`src/rtl/fetch_pkg.sv`:
```
// fetch_pkg: shared types and constants for the instruction-fetch front end.
//   fetch_state_e : IDLE (post-reset bubble), FETCH (normal), DRAIN (discarding
//                   responses that belong to a redirected-away path)
//   fetch_entry_t : {pc, instr} as held in the fetch FIFOs
//   FETCH_DEPTH   : fetch credits, i.e. in-flight plus buffered instructions
package fetch_pkg;
  typedef enum logic [1:0] {IDLE, FETCH, DRAIN} fetch_state_e;

  localparam logic [31:0] NOP_INSTR   = 32'h0000_0013;
  localparam int          FETCH_DEPTH = 2;
  localparam int          CNT_W       = $clog2(FETCH_DEPTH + 1);
  // Width of the pc field in fetch_entry_t; the fetch unit's XLEN must not exceed it.
  localparam int          PC_W        = 32;

  typedef struct packed {
    logic [PC_W-1:0] pc;
    logic [31:0]     instr;
  } fetch_entry_t;
endpackage

```
`src/rtl/pc_fetch_unit_if.sv`:
```
// pc_fetch_unit_if: instruction-memory request/response channel plus the
// fetch->decode channel.
//   master : the fetch unit (drives requests and the decode-side instruction)
//   slave  : memory + decode side
interface pc_fetch_unit_if #(
  parameter int XLEN = 32
);
  logic            imem_req_valid;
  logic            imem_req_ready;
  logic [XLEN-1:0] imem_addr;
  logic            imem_rsp_valid;
  logic [31:0]     imem_rsp_data;
  logic            if_valid;
  logic            if_ready;
  logic [31:0]     if_instr;
  logic [XLEN-1:0] if_pc;

  modport master (
    output imem_req_valid, imem_addr, if_valid, if_instr, if_pc,
    input  imem_req_ready, imem_rsp_valid, imem_rsp_data, if_ready
  );
  modport slave (
    input  imem_req_valid, imem_addr, if_valid, if_instr, if_pc,
    output imem_req_ready, imem_rsp_valid, imem_rsp_data, if_ready
  );
endinterface

```
`src/rtl/fetch_fifo.sv`:
```
// fetch_fifo: FETCH_DEPTH-entry synchronous FIFO of fetch_entry_t.
//   clk, rst_n : clock, async active-low reset (storage resets to RST_VAL)
//   push, din  : write (accepted when not full, or full with a same-cycle pop)
//   pop        : read-advance (ignored when empty)
//   clear      : empty the FIFO; wins over push and pop in the same cycle
//   dout       : head entry (stale when count == 0)
//   count      : current occupancy
module fetch_fifo
  import fetch_pkg::*;
#(
  parameter fetch_entry_t RST_VAL = '0
) (
  input  logic             clk,
  input  logic             rst_n,
  input  logic             push,
  input  fetch_entry_t     din,
  input  logic             pop,
  input  logic             clear,
  output fetch_entry_t     dout,
  output logic [CNT_W-1:0] count
);
  // Pointers wrap by overflow, so FETCH_DEPTH is kept a power of two.
  localparam int PW = (FETCH_DEPTH > 1) ? $clog2(FETCH_DEPTH) : 1;

  fetch_entry_t  mem [FETCH_DEPTH];
  logic [PW-1:0] wr_ptr, rd_ptr;
  logic          do_push, do_pop;

  assign do_pop  = pop && (count != '0);
  assign do_push = push && ((count != CNT_W'(FETCH_DEPTH)) || do_pop);
  assign dout    = mem[rd_ptr];

  always_ff @(posedge clk or negedge rst_n) begin
    if (!rst_n) begin
      wr_ptr <= '0;
      rd_ptr <= '0;
      count  <= '0;
      for (int i = 0; i < FETCH_DEPTH; i++) mem[i] <= RST_VAL;
    end else if (clear) begin
      wr_ptr <= '0;
      rd_ptr <= '0;
      count  <= '0;
    end else begin
      if (do_push) begin
        mem[wr_ptr] <= din;
        wr_ptr      <= wr_ptr + PW'(1);
      end
      if (do_pop) rd_ptr <= rd_ptr + PW'(1);
      count <= count + CNT_W'(do_push) - CNT_W'(do_pop);
    end
  end
endmodule

```
`src/rtl/pc_fetch_unit.sv`:
```
// pc_fetch_unit: instruction-fetch front end. Owns the PC, issues word fetches,
// buffers returned instructions for decode, and handles branch redirects.
//   clk, rst_n          : clock, async active-low reset
//   pc_mux, branch_target: one-cycle redirect pulse and its target (bits [1:0] ignored)
//   bus (master)        : imem request/response channel and decode channel
//   flush_o             : registered pulse, high the cycle after an accepted redirect
// Optional (FETCH_PERF_EN defined): perf_redirects / perf_dropped, saturating
// counts of accepted redirects and discarded responses.
module pc_fetch_unit
  import fetch_pkg::*;
#(
  parameter int              XLEN     = 32,
  parameter logic [XLEN-1:0] RESET_PC = '0
) (
  input  logic            clk,
  input  logic            rst_n,
  input  logic            pc_mux,
  input  logic [XLEN-1:0] branch_target,
  pc_fetch_unit_if.master bus,
  output logic            flush_o
`ifdef FETCH_PERF_EN
  ,
  output logic [31:0]     perf_redirects,
  output logic [31:0]     perf_dropped
`endif
);
  localparam int           SUM_W  = CNT_W + 1;
  localparam fetch_entry_t DQ_RST = '{pc: PC_W'(RESET_PC), instr: NOP_INSTR};

  fetch_state_e     state_q, state_d;
  logic [XLEN-1:0]  fetch_pc;
  logic [CNT_W-1:0] drop_cnt, oq_cnt, dq_cnt, oq_next;
  fetch_entry_t     oq_din, oq_head, dq_din, dq_head;
  logic             req_valid, req_hs, redirect, credit_ok, oq_pop;

  assign redirect = pc_mux && (state_q != IDLE);
  // Credits cover buffered entries too, so a stalled decode throttles fetch.
  // With a 1-cycle memory the credit loop is 3 cycles deep for 2 credits.
  assign credit_ok = (SUM_W'(oq_cnt) + SUM_W'(dq_cnt)) < SUM_W'(FETCH_DEPTH);
  assign req_hs    = req_valid && bus.imem_req_ready;
  assign oq_pop    = bus.imem_rsp_valid && (oq_cnt != '0);
  // In-flight count once this cycle's request and response handshakes land.
  assign oq_next   = oq_cnt + CNT_W'(req_hs) - CNT_W'(oq_pop);

  // Outstanding-request PCs: the head tags each returning response.
  assign oq_din = '{pc: PC_W'(fetch_pc), instr: NOP_INSTR};

  fetch_fifo u_oq (
    .clk(clk), .rst_n(rst_n), .push(req_hs), .din(oq_din), .pop(oq_pop),
    .clear(1'b0), .dout(oq_head), .count(oq_cnt)
  );

  always_comb begin
    dq_din       = oq_head;
    dq_din.instr = bus.imem_rsp_data;
  end

  // Decode buffer: a redirect clears it and suppresses the head pop.
  fetch_fifo #(.RST_VAL(DQ_RST)) u_dq (
    .clk(clk), .rst_n(rst_n),
    .push(bus.imem_rsp_valid && (state_q == FETCH) && (drop_cnt == '0)),
    .din(dq_din), .pop(bus.if_ready && !redirect), .clear(redirect),
    .dout(dq_head), .count(dq_cnt)
  );

  // State register
  always_ff @(posedge clk or negedge rst_n) begin
    if (!rst_n) state_q <= IDLE;
    else        state_q <= state_d;
  end

  // Next-state logic
  always_comb begin
    state_d = state_q;
    unique case (state_q)
      IDLE:  state_d = FETCH;
      FETCH: if (redirect) state_d = (oq_next != '0) ? DRAIN : FETCH;
      DRAIN: begin
        if (redirect)
          state_d = (oq_next != '0) ? DRAIN : FETCH;
        else if (bus.imem_rsp_valid && (drop_cnt == CNT_W'(1)))
          state_d = FETCH;
      end
      default: state_d = IDLE;
    endcase
  end

  // Output logic: request depends only on state and counters.
  always_comb begin
    req_valid = 1'b0;
    if ((state_q == FETCH) && credit_ok) req_valid = 1'b1;
  end

  assign bus.imem_req_valid = req_valid;
  assign bus.imem_addr      = fetch_pc;
  assign bus.if_valid       = (dq_cnt != '0);
  assign bus.if_instr       = dq_head.instr;
  assign bus.if_pc          = XLEN'(dq_head.pc);

  always_ff @(posedge clk or negedge rst_n) begin
    if (!rst_n) begin
      fetch_pc <= RESET_PC;
      drop_cnt <= '0;
      flush_o  <= 1'b0;
    end else begin
      flush_o <= redirect;
      if (redirect) begin
        fetch_pc <= {branch_target[XLEN-1:2], 2'b00};
        drop_cnt <= oq_next;
      end else begin
        if (req_hs) fetch_pc <= fetch_pc + XLEN'(4);
        if ((state_q == DRAIN) && bus.imem_rsp_valid && (drop_cnt != '0))
          drop_cnt <= drop_cnt - CNT_W'(1);
      end
    end
  end

`ifdef FETCH_PERF_EN
  logic drop_rsp;
  // Every response seen while draining or on a redirect cycle is discarded.
  assign drop_rsp = bus.imem_rsp_valid && (redirect || (state_q == DRAIN));

  always_ff @(posedge clk or negedge rst_n) begin
    if (!rst_n) begin
      perf_redirects <= '0;
      perf_dropped   <= '0;
    end else begin
      if (redirect && (perf_redirects != '1)) perf_redirects <= perf_redirects + 32'd1;
      if (drop_rsp && (perf_dropped != '1))   perf_dropped   <= perf_dropped + 32'd1;
    end
  end
`endif
endmodule
```
`src/flat_wrapper.sv`:
```
// flat-port wrapper written by rule: the top's interface ports become plain ports
module pc_fetch_unit_flat import fetch_pkg::*;
#(
  parameter int              XLEN     = 32,
  parameter logic [XLEN-1:0] RESET_PC = '0
)
  (clk, rst_n, pc_mux, branch_target, flush_o, bus_imem_req_valid, bus_imem_addr, bus_if_valid, bus_if_instr, bus_if_pc, bus_imem_req_ready, bus_imem_rsp_valid, bus_imem_rsp_data, bus_if_ready);
  pc_fetch_unit_if #(.XLEN(XLEN)) bus_i ();
  input  logic clk;
  input  logic rst_n;
  input  logic pc_mux;
  input  logic [XLEN-1:0] branch_target;
  output logic flush_o;
  output wire logic [$bits(bus_i.imem_req_valid)-1:0] bus_imem_req_valid;
  output wire logic [$bits(bus_i.imem_addr)-1:0] bus_imem_addr;
  output wire logic [$bits(bus_i.if_valid)-1:0] bus_if_valid;
  output wire logic [$bits(bus_i.if_instr)-1:0] bus_if_instr;
  output wire logic [$bits(bus_i.if_pc)-1:0] bus_if_pc;
  input wire logic [$bits(bus_i.imem_req_ready)-1:0] bus_imem_req_ready;
  input wire logic [$bits(bus_i.imem_rsp_valid)-1:0] bus_imem_rsp_valid;
  input wire logic [$bits(bus_i.imem_rsp_data)-1:0] bus_imem_rsp_data;
  input wire logic [$bits(bus_i.if_ready)-1:0] bus_if_ready;
  assign bus_imem_req_valid = bus_i.imem_req_valid;
  assign bus_imem_addr = bus_i.imem_addr;
  assign bus_if_valid = bus_i.if_valid;
  assign bus_if_instr = bus_i.if_instr;
  assign bus_if_pc = bus_i.if_pc;
  assign bus_i.imem_req_ready = bus_imem_req_ready;
  assign bus_i.imem_rsp_valid = bus_imem_rsp_valid;
  assign bus_i.imem_rsp_data = bus_imem_rsp_data;
  assign bus_i.if_ready = bus_if_ready;
  pc_fetch_unit #(.XLEN(XLEN), .RESET_PC(RESET_PC)) u_core (.clk(clk), .rst_n(rst_n), .pc_mux(pc_mux), .branch_target(branch_target), .bus(bus_i), .flush_o(flush_o));
endmodule
```
`config.mk`:
```
export PLATFORM = sky130hd
export DESIGN_NAME = pc_fetch_unit_flat
export DESIGN_NICKNAME = d
export VERILOG_FILES = /design/src/rtl/fetch_pkg.sv /design/src/rtl/pc_fetch_unit_if.sv /design/src/rtl/fetch_fifo.sv /design/src/rtl/pc_fetch_unit.sv /design/src/flat_wrapper.sv
export SDC_FILE = /design/constraint.sdc
export NUM_CORES = 1
export LEC_CHECK = 0
export ABC_AREA = 1
export CAP_MARGIN = 20
export CORE_ASPECT_RATIO = 0.7
export CORE_MARGIN = 2
export CORE_UTILIZATION = 52
export CTS_BUF_LIST = sky130_fd_sc_hd__clkbuf_4 sky130_fd_sc_hd__clkbuf_8
export DETAILED_ROUTE_END_ITERATION = 10
export PLACE_DENSITY = 0.82
export SKIP_LAST_GASP = 1
export SLEW_MARGIN = 20
export SYNTH_ARGS = -nofsm -noshare
export SYNTH_HDL_FRONTEND = slang
export SYNTH_HIERARCHICAL = 1
export SYNTH_SLANG_ARGS = --single-unit
```
`constraint.sdc`:
```
create_clock -name clk -period 6.3 [get_ports clk]
set_clock_uncertainty 0.15 [all_clocks]
set_input_delay 0.63 -clock clk [delete_from_list [all_inputs] [get_ports clk]]
set_output_delay 0.63 -clock clk [all_outputs]
set_load 0.02 [all_outputs]
```
==> results.tsv, run 1 <==
stage	metric	value	unit
clock_network	cts_sinks	235	
setup_path	crit_top_cell	nand2_1	
die	die_w	189	um
pwr	p_per_area	516	mW/mm^2
sta	fmax	283	MHz
worst_hold_path	hp-class	register to register	
sta	tightestPinTransition	1.08	ns
pwr	power	7.59	mW
synth	yosys_warnings	6	
setup_path	cp_top_family	buffers and inverters	
setup_path	startpoint	u_core/u_dq/rd_ptr$_DFFE_PN0P_	
sta	rsz0062_at_grt	false	
sta	finalMaxSlewViolations	0	
die	num_rows	47	
setup_path	cp_max_fo	38	
layout	fillers	2070	
clock_network	clock_path_buffers	3	
drt	routed_wl	33900	um
die	ios	169	
layout	final-seq-area	0.00589	sq mm
drt	drt_iter0_drc	1291	
sta	period_share	56.2	%
clock_network	clkTransAtPathRegs	0.06	ns
grt	grt_pass1_vias	11100	
setup_path	r2r_cells	10	
setup_path	r2r-end	u_core/u_dq/mem[100]$_DFFE_PN0P_	
clock_network	cts_resized	0	
setup_path	crit_path_end	bus_if_pc[10]	
setup_path	worstSetupStartpointType	register	
sta	period_needed	3.54	ns
clock_network	cts_hold_buf	1	
synth	syn_area	0.0124	sq mm
die	start_util	52.7	%
layout	nets	1852	
layout	layout_common_cells	nand2_1, dfrtp_1, nand4_1, clkdlybuf4s50_1, nor2_1	
grt	grt_usage	27.2	%
clock_network	cts_tree	yes	
drt	drc	0	
synth	synth_cells	1671	
setup_path	cpMaxStageDelayCell	clkdlybuf4s50_1	
setup_path	r2r_slack	2.89	ns
clock_network	cts_buffers	39	
grt	overflow	0	
place	dp_hpwl	20800	um
place	routabilityCongestion	0.880	
setup_path	cp_num_cells	5	
synth	syn_avg_cell_area	7.44	sq um
setup_path	end_kind	output port	
layout	multi_input_area	0.00558	sq mm
setup_path	crit_path_cell_trace	inv_2 -> buf_4 -> nand2_1 -> nand2_1 -> clkdlybuf4s50_1	
drt	via_per_inst	5.56	
grt	grt_max_degree	166	
sta	setup-violations-final	0	
place	portBuffers	164	
run_status	status	finished clean	
pwr	vdd_drop_max	0.334	mV
drt	ant_nets	0	
die	die_y	133	um
clock_network	root_buffer	clkbuf_8	
sta	fin_setup_tns	0	ns
setup_path	cp_slowest_stage_delay	0.64	ns
sta	hold_viol	0	
setup_path	r2r-start	u_core/state_q[0]$_DFFE_PN0P_	
die	dieArea	0.0252	sq mm
drt	avgRoutedWirePerCell	16.0	um
setup_path	cp.required	5.52	ns
layout	final_common_cell	nand2_1	
setup_path	worst-path-buf-inv	3	
clock_network	worstSkewPairLatency	0.53	ns
clock_network	htree_levels	2	
drt	vias	11700	
setup_path	arrival	2.76	ns
grt	grt_pass1_wl	56100	um
grt	antenna_found_initial	0	
layout	drive_above_1_share	6.57	%
clock_network	post_cts_buffers	0	
layout	antenna_cells	0	
drt	dr.pass1.iters	6	
die	coreArea	0.0236	sq mm
layout	area_growth	18.3	%
setup_path	path_class	register to output port	
sta	relSlewSlack	27.7	%
flow_run	maxCapViolCount	0	
pwr	p_leak	7.59	nW
flip-flops by register name, summed over array words and instances, names as in the netlist:
register	cells
u_core/bus.imem_addr	30
u_core/drop_cnt	2
u_core/flush_o	1
u_core/state_q	2
u_core/u_dq/count	2
u_core/u_dq/mem	128
u_core/u_dq/rd_ptr	1
u_core/u_dq/wr_ptr	1
u_core/u_oq/count	2
u_core/u_oq/mem	64
u_core/u_oq/rd_ptr	1
u_core/u_oq/wr_ptr	1
report_power, final:
part	leakage [nW]	internal (mW)	switching, mW
clock network	0.430	0.789	0.597
logic	4.17	1.24	2.23
registers	2.99	2.18	0.559
worst min-delay path by stage:
| stage | startpoint | slack, ns | to | cells after the start |
|---|---|---|---|---|
| final | u_core/u_dq/mem[64]$_DFFE_PN1P_ | 0.32 | u_core/u_dq/mem[64]$_DFFE_PN1P_ | 2 |
| after global routing | u_core/u_dq/mem[0]$_DFFE_PN1P_ | 0.33 | u_core/u_dq/mem[0]$_DFFE_PN1P_ | 2 |
| after CTS | u_core/u_dq/mem[68]$_DFFE_PN1P_ | 0.32 | u_core/u_dq/mem[68]$_DFFE_PN1P_ | 2 |
| after detailed placement | u_core/u_dq/mem[64]$_DFFE_PN1P_ | 0.31 | u_core/u_dq/mem[64]$_DFFE_PN1P_ | 2 |
| after global placement | u_core/u_dq/mem[68]$_DFFE_PN1P_ | 0.30 | u_core/u_dq/mem[68]$_DFFE_PN1P_ | 2 |
| after floorplan | rst_n | 0.18 | u_core/bus.imem_addr[10]$_DFFE_PN0P_ | 0 |
metal layers:
metal	vias up	share of wire, %	global-route usage [%]
li1	5603	-	-
met1	5551	44	39.9
met2	540	45	41.6
met3	55	8.3	4.50
met4	0	2.0	8.03
met5	-	0	0
layout make-up:
class	count	share of cell area, %
repair buffers	182	12.2
clock buffers	63	5.39
inverters	63	1.61
multi-input cells	1251	38.0
well taps	318	2.71
flip-flops and latches	235	40.0
clock inverters	2	0.0681
through the flow:
stage	instances	cell area (sq um)	util [%]	hold WS [ns]	worst slack [ns]
after floorplan	1680	12500	-	0.184	3.60
after global placement	2048	13900	58.9	0.301	2.37
after detailed placement	2048	13900	58.9	0.308	2.32
after CTS	2114	14700	62.4	0.316	2.74
after global routing	2114	14700	62.4	0.332	2.58
final	2114	14700	62.4	0.317	2.76
worst reg2reg max path: stages, from the launching register on:
cell     delay, ns
dfrtp_1       0.43
o21ai_4       0.15
buf_4         0.48
inv_2         0.13
nor2_1        0.16
inv_2         0.06
nand3_4       0.41
nand3_2       0.57
buf_4         0.52
nand2_1       0.16
nand2_1       0.06
(Power assumes the default switching activity.)
==> inputs of run 2 (changes only) <==
==> constraint.sdc (replaced) <==
create_clock -name clk -period 3.7 [get_ports clk]
set_clock_uncertainty 0.15 [all_clocks]
set_input_delay 0.37 -clock clk [delete_from_list [all_inputs] [get_ports clk]]
set_output_delay 0.37 -clock clk [all_outputs]
set_load 0.02 [all_outputs]
==> run 2 against run 1 <==
  * Utilization is 0.67 points higher
  * Worst hold slack worse by 0.061 ns
  * Final cell count is 0.66% higher
  * Combinational power is 71% higher
  * Die area stayed put
  * Global-route usage is 0.42 points higher
  * Non-clock buffer count is 11 higher
  * Routed wire length is 1.4% higher
  * Flip-flop and latch count stayed put
  * Critical path type unchanged
  * Largest power group unchanged
==> results.tsv, run 2 (synthesized netlist as in run 1, its figures left out) <==
stage	metric	value	unit
run_status	status	finished clean	
sta	setup-violations-final	0	
pwr	comb_power_share	45.3	%
setup_path	worst-path-buf-inv	3	
grt	grt_pass1_vias	11200	
pwr	p_int	7.32	mW
die	dieArea	0.0252	sq mm
die	die_w	189	um
pwr	p_per_area	882	mW/mm^2
layout	antenna_cells	0	
sta	period_share	89.4	%
setup_path	r2r_cells	9	
setup_path	r2r_slack	0.58	ns
grt	overflow	0	
pwr	power	13.1	mW
clock_network	clock_path_buffers	3	
clock_network	cts_resized	0	
setup_path	arrival	2.79	ns
layout	area_growth	19.5	%
layout	drive_above_1_share	7.29	%
pwr	p_leak	7.68	nW
pwr	clock_power_share	18.9	%
layout	largest_register_ffs	128	
die	coreArea	0.0236	sq mm
setup_path	path_class	register to output port	
sta	hold_viol	0	
place	routabilityCongestion	0.905	
worst_hold_path	hold_end	u_core/bus.imem_addr[3]$_DFFE_PN0P_	
place	portBuffers	164	
place	placed_area	0.0140	sq mm
die	start_util	52.7	%
setup_path	worstSetupStartpointType	register	
setup_path	r2r-start	u_core/u_dq/count[0]$_DFF_PN0_	
sta	finalMaxSlewViolations	0	
layout	finish.instance_area	0.0149	sq mm
drt	drc	0	
layout	final-seq-area	0.00589	sq mm
pwr	p_sw	5.79	mW
setup_path	crit_path_cell_trace	inv_2 -> buf_12 -> nand2_1 -> nand2_1 -> clkdlybuf4s50_1	
layout	layout_common_cells	nand2_1, dfrtp_1, nand4_1, clkdlybuf4s50_1, nor2_1	
sta	relSlewSlack	48.1	%
flow_run	maxCapViolCount	0	
drt	dr.pass1.iters	5	
clock_network	cts_buffers	39	
layout	fillers	2094	
clock_network	root_buffer	clkbuf_8	
layout	nets	1863	
setup_path	cpMaxStageDelayCell	clkdlybuf4s50_1	
layout	multi_input_area	0.00558	sq mm
clock_network	cts_sinks	235	
clock_network	htree_levels	2	
drt	avgRoutedWirePerCell	16.2	um
pwr	p_sw_share	44.2	%
clock_network	worstSkewPairLatency	0.54	ns
setup_path	end_kind	output port	
grt	grt_usage	27.6	%
setup_path	cp_slowest_stage_delay	0.63	ns
worst_hold_path	holdPathStages	3	
sta	rsz0062_at_grt	false	
setup_path	cp_max_fo	38	
die	num_rows	47	
die	die_y	133	um
die	ios	169	
setup_path	cp.required	3.18	ns
drt	drt_iter0_drc	1116	
pwr	pwr-share-seq	35.8	%
layout	final_common_cell	nand2_1	
grt	grt_max_degree	93	
sta	period_needed	3.31	ns
setup_path	crit_top_cell	nand2_1	
worst_hold_path	holdCritStartpoint	branch_target[3]	
pwr	vdd_drop_max	0.504	mV
grt	antenna_found_initial	0	
clock_network	clkTransAtPathRegs	0.06	ns
grt	grt_pass1_wl	56800	um
drt	vias	11800	
clock_network	cts_tree	yes	
place	dp_hpwl	21900	um
drt	routed_wl	34400	um
setup_path	r2r-end	u_core/u_oq/mem[32]$_DFFE_PN0P_	
setup_path	cp_top_family	buffers and inverters	
sta	fmax	302	MHz
sta	fin_hold_ws	0.257	ns
drt	via_per_inst	5.56	
drt	ant_nets	0	
sta	tightestPinTransition	0.777	ns
worst_hold_path	hp-class	primary input to register	
sta	fin_setup_tns	0	ns
layout	top_register	u_core/u_dq/mem	
==> run 2: cell count changes in the layout (fill, tap and decap cells not counted), sizes merged <==
| cell | previous run | this run |
|---|---|---|
| buf | 18 | 29 |
| inv | 62 | 63 |
| clkbuf | 63 | 67 |
| bufinv | 0 | 1 |
| clkinv | 3 | 0 |
==> run 2: stage by stage <==
step | cells | setup WS (ns) | utilization, %
floorplan | 1680 | 0.995 | -
global placement | 2059 | 0.750 | 59.4
detailed placement | 2059 | 0.657 | 59.4
CTS | 2128 | 0.381 | 63.0
global route | 2128 | 0.269 | 63.0
finish | 2128 | 0.392 | 63.0
==> run 2: timing repair <==
| action | 4_1_cts | 5_1_grt |
|---|---|---|
| hold buffers | 1 | 0 |
| buffers inserted | 0 | 0 |
| endpoints found under the hold margin | 88 | 0 |
==> run 2: worst max path at each step <==
stage | from | to | slack (ns) | cells past startpoint
6_report | u_core/u_dq/rd_ptr$_DFFE_PN0P_ | bus_if_pc[27] | 0.39 | 5
5_1_grt | u_core/u_dq/rd_ptr$_DFFE_PN0P_ | bus_if_pc[25] | 0.27 | 5
4_1_cts | u_core/u_dq/rd_ptr$_DFFE_PN0P_ | bus_if_pc[27] | 0.38 | 5
3_5_place_dp | u_core/u_dq/count[0]$_DFF_PN0_ | u_core/u_oq/mem[32]$_DFFE_PN0P_ | 0.66 | 9
3_3_place_gp | u_core/u_dq/count[0]$_DFF_PN0_ | u_core/u_oq/mem[61]$_DFFE_PN0P_ | 0.75 | 9
2_1_floorplan | u_core/u_oq/count[0]$_DFF_PN0_ | u_core/u_oq/count[1]$_DFF_PN0_ | 1.0 | 15
==> run 2: area by class of cell <==
class | count | area share [%]
clock buffer | 67 | 5.53
clock inverter | 1 | 0.202
inverter | 63 | 1.59
multi-input combinational | 1251 | 37.6
sequential | 235 | 39.6
tap | 318 | 2.68
timing repair buffer | 193 | 12.8
==> run 2: per-layer routing <==
| metal | share of wire [%] | vias up | GRT usage [%] |
|---|---|---|---|
| li1 | - | 5627 | - |
| met1 | 44 | 5617 | 40.0 |
| met2 | 45 | 537 | 43.1 |
| met3 | 8.6 | 61 | 4.32 |
| met4 | 2.1 | 0 | 8.07 |
| met5 | 0 | - | 0 |
==> run 2: power groups by stage <==
stage	clock [mW]	combinational [mW]	sequential, mW
6_report	2.47	5.94	4.70
5_1_grt	2.63	6.57	4.83
4_1_cts	2.52	5.91	4.67
3_5_place_dp	0	5.89	4.70
3_3_place_gp	0	5.73	4.66
2_1_floorplan	0	3.78	4.56
==> run 2: tightest hold or removal path: cells and delay by family <==
kind,cells,cell delay [ns]
buffers and inverters,1,0.39
AO/OA/AOI/OAI,1,0.08
AND/OR/NAND/NOR,1,0.06
